File: src/rtl/mul_ucode_ctrl.sv
// mul_ucode_ctrl: shift-add microcode sequencer for multiply-immediate, Rd = Rs * imm
module mul_ucode_ctrl #(
  parameter int DATA_W = 16,
  parameter int REG_AW = 4
) (
  input  logic              clk,
  input  logic              rst,
  input  logic              start,
  input  logic [REG_AW-1:0] dest_reg,
  input  logic [REG_AW-1:0] src_reg,
  input  logic [DATA_W-1:0] imm,
  output logic [REG_AW-1:0] rf_raddr,
  input  logic [DATA_W-1:0] rf_rdata,
  output logic [REG_AW-1:0] rf_waddr,
  output logic [DATA_W-1:0] rf_wdata,
  output logic              rf_we,
  output logic              stall,
  output logic              busy,
  output logic              done,
  output logic              ovf
);
  localparam int CW = $clog2(DATA_W) + 1;
  localparam logic [1:0] IDLE  = 2'd0;
  localparam logic [1:0] READ  = 2'd1;
  localparam logic [1:0] MUL   = 2'd2;
  localparam logic [1:0] WRITE = 2'd3;

  logic [1:0]          state;
  logic [REG_AW-1:0]   dest_q, src_q;
  logic [DATA_W-1:0]   imm_q, mplier;
  logic [2*DATA_W-1:0] acc, mcand;
  logic [CW-1:0]       cnt;
  logic                ovf_q;

  always_ff @(posedge clk or negedge rst) begin
    if (!rst) begin
      state  <= IDLE;
      dest_q <= '0;
      src_q  <= '0;
      imm_q  <= '0;
      mplier <= '0;
      acc    <= '0;
      mcand  <= '0;
      cnt    <= '0;
      ovf_q  <= 1'b0;
    end else begin
      ovf_q <= ovf;
      if (state == IDLE && start) begin
        dest_q <= dest_reg;
        src_q  <= src_reg;
        imm_q  <= imm;
        state  <= READ;
      end else if (state == READ) begin
        mcand  <= {{DATA_W{1'b0}}, rf_rdata};
        acc    <= '0;
        cnt    <= '0;
        mplier <= imm_q;
        state  <= (imm_q == '0) ? WRITE : MUL;
      end else if (state == MUL) begin
        acc    <= acc + (mplier[0] ? mcand : '0);
        mcand  <= mcand << 1;
        mplier <= mplier >> 1;
        cnt    <= cnt + 1'b1;
        // stop once no multiplier bits remain, or after DATA_W iterations
        state  <= (mplier[DATA_W-1:1] == '0 || cnt == CW'(DATA_W - 1)) ? WRITE : MUL;
      end else if (state == WRITE) begin
        state <= IDLE;
      end
    end
  end

  always_comb begin
    busy     = state != IDLE;
    stall    = start | busy;
    rf_we    = state == WRITE;
    done     = rf_we;
    rf_raddr = src_q;
    rf_waddr = dest_q;
    rf_wdata = acc[DATA_W-1:0];
    ovf      = rf_we ? |acc[2*DATA_W-1:DATA_W] : ovf_q;
  end
endmodule

File: config.mk
export PLATFORM = sky130hd
export DESIGN_NAME = mul_ucode_ctrl
export DESIGN_NICKNAME = d
export VERILOG_FILES = /design/src/rtl/mul_ucode_ctrl.sv
export SDC_FILE = /design/constraint.sdc
export NUM_CORES = 1
export LEC_CHECK = 0
export CORE_MARGIN = 4
export CORE_UTILIZATION = 60
export CTS_BUF_LIST = sky130_fd_sc_hd__clkbuf_8
export DETAILED_ROUTE_END_ITERATION = 16
export PLACE_DENSITY = 0.91
export SLEW_MARGIN = 0
export SYNTH_ARGS = -nofsm -noshare
export SYNTH_HDL_FRONTEND = slang
export SYNTH_SLANG_ARGS = --single-unit
File: constraint.sdc
create_clock -name clk -period 7.5 [get_ports clk]
set_clock_uncertainty 0.15 [all_clocks]
set_input_delay 1.5 -clock clk [delete_from_list [all_inputs] [get_ports clk]]
set_output_delay 1.5 -clock clk [all_outputs]
set_load 0.01 [all_outputs]
After elaboration in Yosys (flattened, before gate mapping):

Cells that the tools add are included.

* $add $sub $neg: 2
* equal/unequal tests: 4
* multiplexer cells: 16
* bitwise gates (word level): 2
* reduce and logical (&&, ||, !) cells: 10

Operator list (number)
* $mux W32: 5
* $add A32 B32 Y32: 1
* $mux W16: 2
* $logic_not A16 Y1: 1
* $reduce_or A16 Y1: 1
* $logic_not A15 Y1: 1
* $mux W5: 2
* $mux W2: 4
* $add A5 B1 Y5 const B: 1
* $eq A5 B4 Y1 const B: 1
* $eq A2 B2 Y1 const B: 2
* $reduce_bool A2 Y1: 2
* $reduce_bool A4 Y1: 1
* $mux W1: 3
* $eq A2 B1 Y1 const B: 1
* $logic_not A2 Y1: 1
* $reduce_and A2 Y1: 1
* $logic_and A1 B1 Y1: 1
* $logic_or A1 B1 Y1: 1
* $not A1 Y1: 1
* $or A1 B1 Y1: 1

* register bits after elaboration: 112
* input bits: 43
* output and inout bits: 29

Longest topological paths before layout:

* depth in word-level cells: 6
* mapped depth: 12
* depth with buffers taken out: 12

Worst setup path before layout:

OpenSTA, ideal clock, no wires.

* path type: input to output
* from: input port start
* to: output port stall
* arrival time: 1659 ps
* required time: 5850 ps
* setup slack: 4191 ps
* stages on the path: 1
* buffers on the path: 0
* cells stage by stage: nand2b_1

* cells in the longest elaborated chain, start to end: 1

Ends and longest elaborated chain
* start: declaration: RTL line 8 `input logic start,`
* $or A1 B1 Y1: RTL line 74 `stall = start | busy;`
* end: declaration: RTL line 17 `output logic stall,`

Every way passes these cells.

Final worst setup path:

* from: input port start
* to: register acc[30]

* cells in the longest elaborated chain, start to end: 3

Ends and longest elaborated chain
* $logic_and A1 B1 Y1: RTL line 48 `if (state == IDLE && start) begin`
* $not A1 Y1 (no source line)
* $reduce_and A2 Y1 (no source line)
* end signal: assignment: RTL line 60 `acc <= acc + (mplier[0] ? mcand : '0);`
* end: declaration: RTL line 31 `logic [2*DATA_W-1:0] acc, mcand;`

Every way passes these cells.
A chain may end at the register's enable or synchronous reset.

==> flow_summary.ini <==
[power_and_ir_drop]
p_sw_uw = 1050
sw_frac_of_total_pct = 42.7
leakage_uw = 0.00332
powerDensity_nw_per_um2 = 327
pwr-share-comb_pct = 44.6
internal_power_uw = 1420
p_seq_share_pct = 40.7
ir_drop_mv = 0.242
clockPowerShare_pct = 14.8

[layout]
n_antenna_cell = 0
final_nets = 822
drive_above_1_share_pct = 8.18
area_delta_synth_final_pct = 12.3
fin_area_um2 = 7560
post-route-util_pct = 69.2

[grt]
grt_pass1_wl_mm = 25.5
grt_overflow_total = 0
grtUsageTotal_pct = 24.1
grt_max_degree = 88
grt_antenna_before_repair = 0
grt_pass1_vias = 5475

[yosys]
synthFlopType = dfrtp_1
ys_types = 61
synth_top_area_cell = dfrtp_1
ys_seq_area_share_pct = 41.6
netlist_instances = 712
synth_area_per_cell_um2 = 9.46
synthArstFlopShare_pct = 100
synth_nets = 793
ys.warnings.count = 0
yosysTopAreaCellShare_pct = 41.6
synthTopCellsByArea = dfrtp_1, ha_1, o21ai_0
syn_area_um2 = 6740
synth_edf_count = 0
synth_seq_cells = 112

[clocking]
post_cts_buffers = 0
cts_buffers = 9
clkSlewWorstSetupHoldPaths_ns = 0.11
h-tree-depth = 3
tritoncts = done
cts_max_path_buffers = 2
cts_resized = 0
clkLatencyLatePin_ns = 0.40
holdBufCountCts = 0
clock_sinks = 112
clockRootBuffer = clkbuf_8

[sta]
fin_crit_sh_pct = 58.9
fmax_mhz = 226
rsz0062_at_grt = false
worst_hold_slack_ns = 0.349
tightest_slew_ns = 1.10
slew_violations = 0
period_needed_ns = 4.42
hold_viol = 0
tns_ns = 0
setup-violations-final = 0
slew_headroom_pct = 26.5

[worst_setup_path]
start_kind = input port
cp_num_buf_inv = 2
cp_cell_sequence = clkdlybuf4s50_1, nand2_1, nand2_4, buf_4, nor3b_1, o311ai_0, o211ai_1
required_ns = 7.63
worstPathMaxFanout = 87
worstPathArrival_ns = 4.55
path_delay_family = simple AND/OR/NAND/NOR gates
max_stage_delay_ns = 0.79
crit_path_end_kind = register
crit_type = input port to register
slowest_stage = nand2_4

[drt]
ant_nets = 0
num_vias = 5364
firstDrtPassIters = 5
routed_via_density = 6.05
drt_iter0_drc = 350
wl_mm = 15.0
drc = 0
avgRoutedWirePerCell_um = 16.9

[status]
outcome = finished clean

[die]
die_area_um2 = 13000
start_util_pct = 61.6
fp.coreArea_um2 = 10900
rows = 38
die_w_um = 114
io_pins = 72
die_height_um = 114

[job]
cap_violations = 0

[placed_design]
placed_cell_area_um2 = 7370
hpwl_mm = 10.6
gp_congestion = 0.937
io_buffers = 71

[worst_hold_path]
hp-class = register to register
[area by class of cell]
cell class	count	area (µm²)
inverters	13	48.8
clock inverters	7	72.6
multi-input cells	530	3600
clock buffers	9	124
flip-flops and latches	112	2800
repair buffers	75	738
fillers	824	3370
well taps	140	175
[worst min-delay path: stages, from the launching register on]
cell	delay [ns]
dfrtp_1	0.36
nand2_1	0.05
o31ai_1	0.06
[through the flow]
step                      power [µW]  setup WS, ns  std cells
after floorplan                 1790          4.19        712
after global placement          2030          2.84        870
after detailed placement        2120          2.66        870
after CTS                       2480          3.09        886
after global routing            2650          2.74        886
final                           2470          3.08        886
[synthesized netlist by cell type, drive strengths merged, types with 5 or more instances]
cell type,count
a21o,15
a21oi,25
a31oi,7
and2,30
buf,26
clkbuf,31
dfrtp,112
ha,37
inv,13
mux2,26
mux2i,32
nand2,96
nand2b,20
nand3,9
nand4,7
nor2,23
nor3,7
nor4,11
o211ai,5
o21ai,85
o21bai,6
o31ai,10
xnor2,8
xor2,14
[layer usage]
metal  share of wire, %  GRT usage, %  up-vias
met5                  0             0        -
met4                2.2          9.58        0
met3                5.1          3.93       24
met2                 50          40.2      171
met1                 42          31.3     2600
li1                   -             -     2569
[power by group through the flow]
stage	Sequential [µW]	Clock, µW	Combinational (µW)
global route	1030	396	1220
global placement	996	0	1030
detailed placement	1020	0	1100
floorplan	967	0	819
finish	1000	365	1100
CTS	1000	371	1100
[path summary, 6_finish.rpt]
path	from	end	depth (start not counted)	slack, ns
max	start	acc[30]$_DFFE_PN0P_	7	3.08
min	cnt[4]$_DFFE_PN0P_	cnt[4]$_DFFE_PN0P_	2	0.35
max reg2reg	mplier[0]$_DFFE_PN0P_	acc[30]$_DFFE_PN0P_	13	3.92
min reg2reg	cnt[4]$_DFFE_PN0P_	cnt[4]$_DFFE_PN0P_	2	0.35
max in group asynchronous	rst	mplier[13]$_DFFE_PN0P_	2	4.95
min in group asynchronous	rst	mcand[14]$_DFFE_PN0P_	1	0.87
[cells by family after synthesis]
group	synth area share, %
AND/OR/NAND/NOR	16.6
AO/OA/AOI/OAI	17.6
flip-flops	41.6
buffers and inverters	5.05
multiplexers	9.10
adder cells (fa/ha/maj)	7.17
XOR/XNOR	2.86
[sequential cells by signal, indices dropped and copies added (netlist names)]
| register | cells |
|---|---|
| acc | 32 |
| mcand | 32 |
| imm_q | 16 |
| mplier | 16 |
| cnt | 5 |
| rf_raddr | 4 |
| rf_waddr | 4 |
| state | 2 |
| ovf_q | 1 |
[cells in the final DEF, fill, tap and decap left out, types with 7 or more instances in the layout]
master / synthesis / layout
nand2_1: 96 / 95
xnor2_1: 8 / 8
inv_1: 13 / 13
nor2_1: 23 / 23
nand4_1: 7 / 7
dfrtp_1: 112 / 112
xor2_1: 14 / 14
a31oi_1: 7 / 7
nand2b_1: 20 / 20
clkbuf_8: 0 / 9
a21oi_1: 24 / 24
mux2_2: 26 / 26
o21ai_0: 81 / 81
ha_1: 37 / 36
nand3_1: 9 / 9
clkdlybuf4s50_1: 0 / 70
nor4_1: 11 / 11
and2_1: 30 / 30
a21o_1: 15 / 15
mux2i_1: 32 / 32
Power figures use the tool's default switching activity.
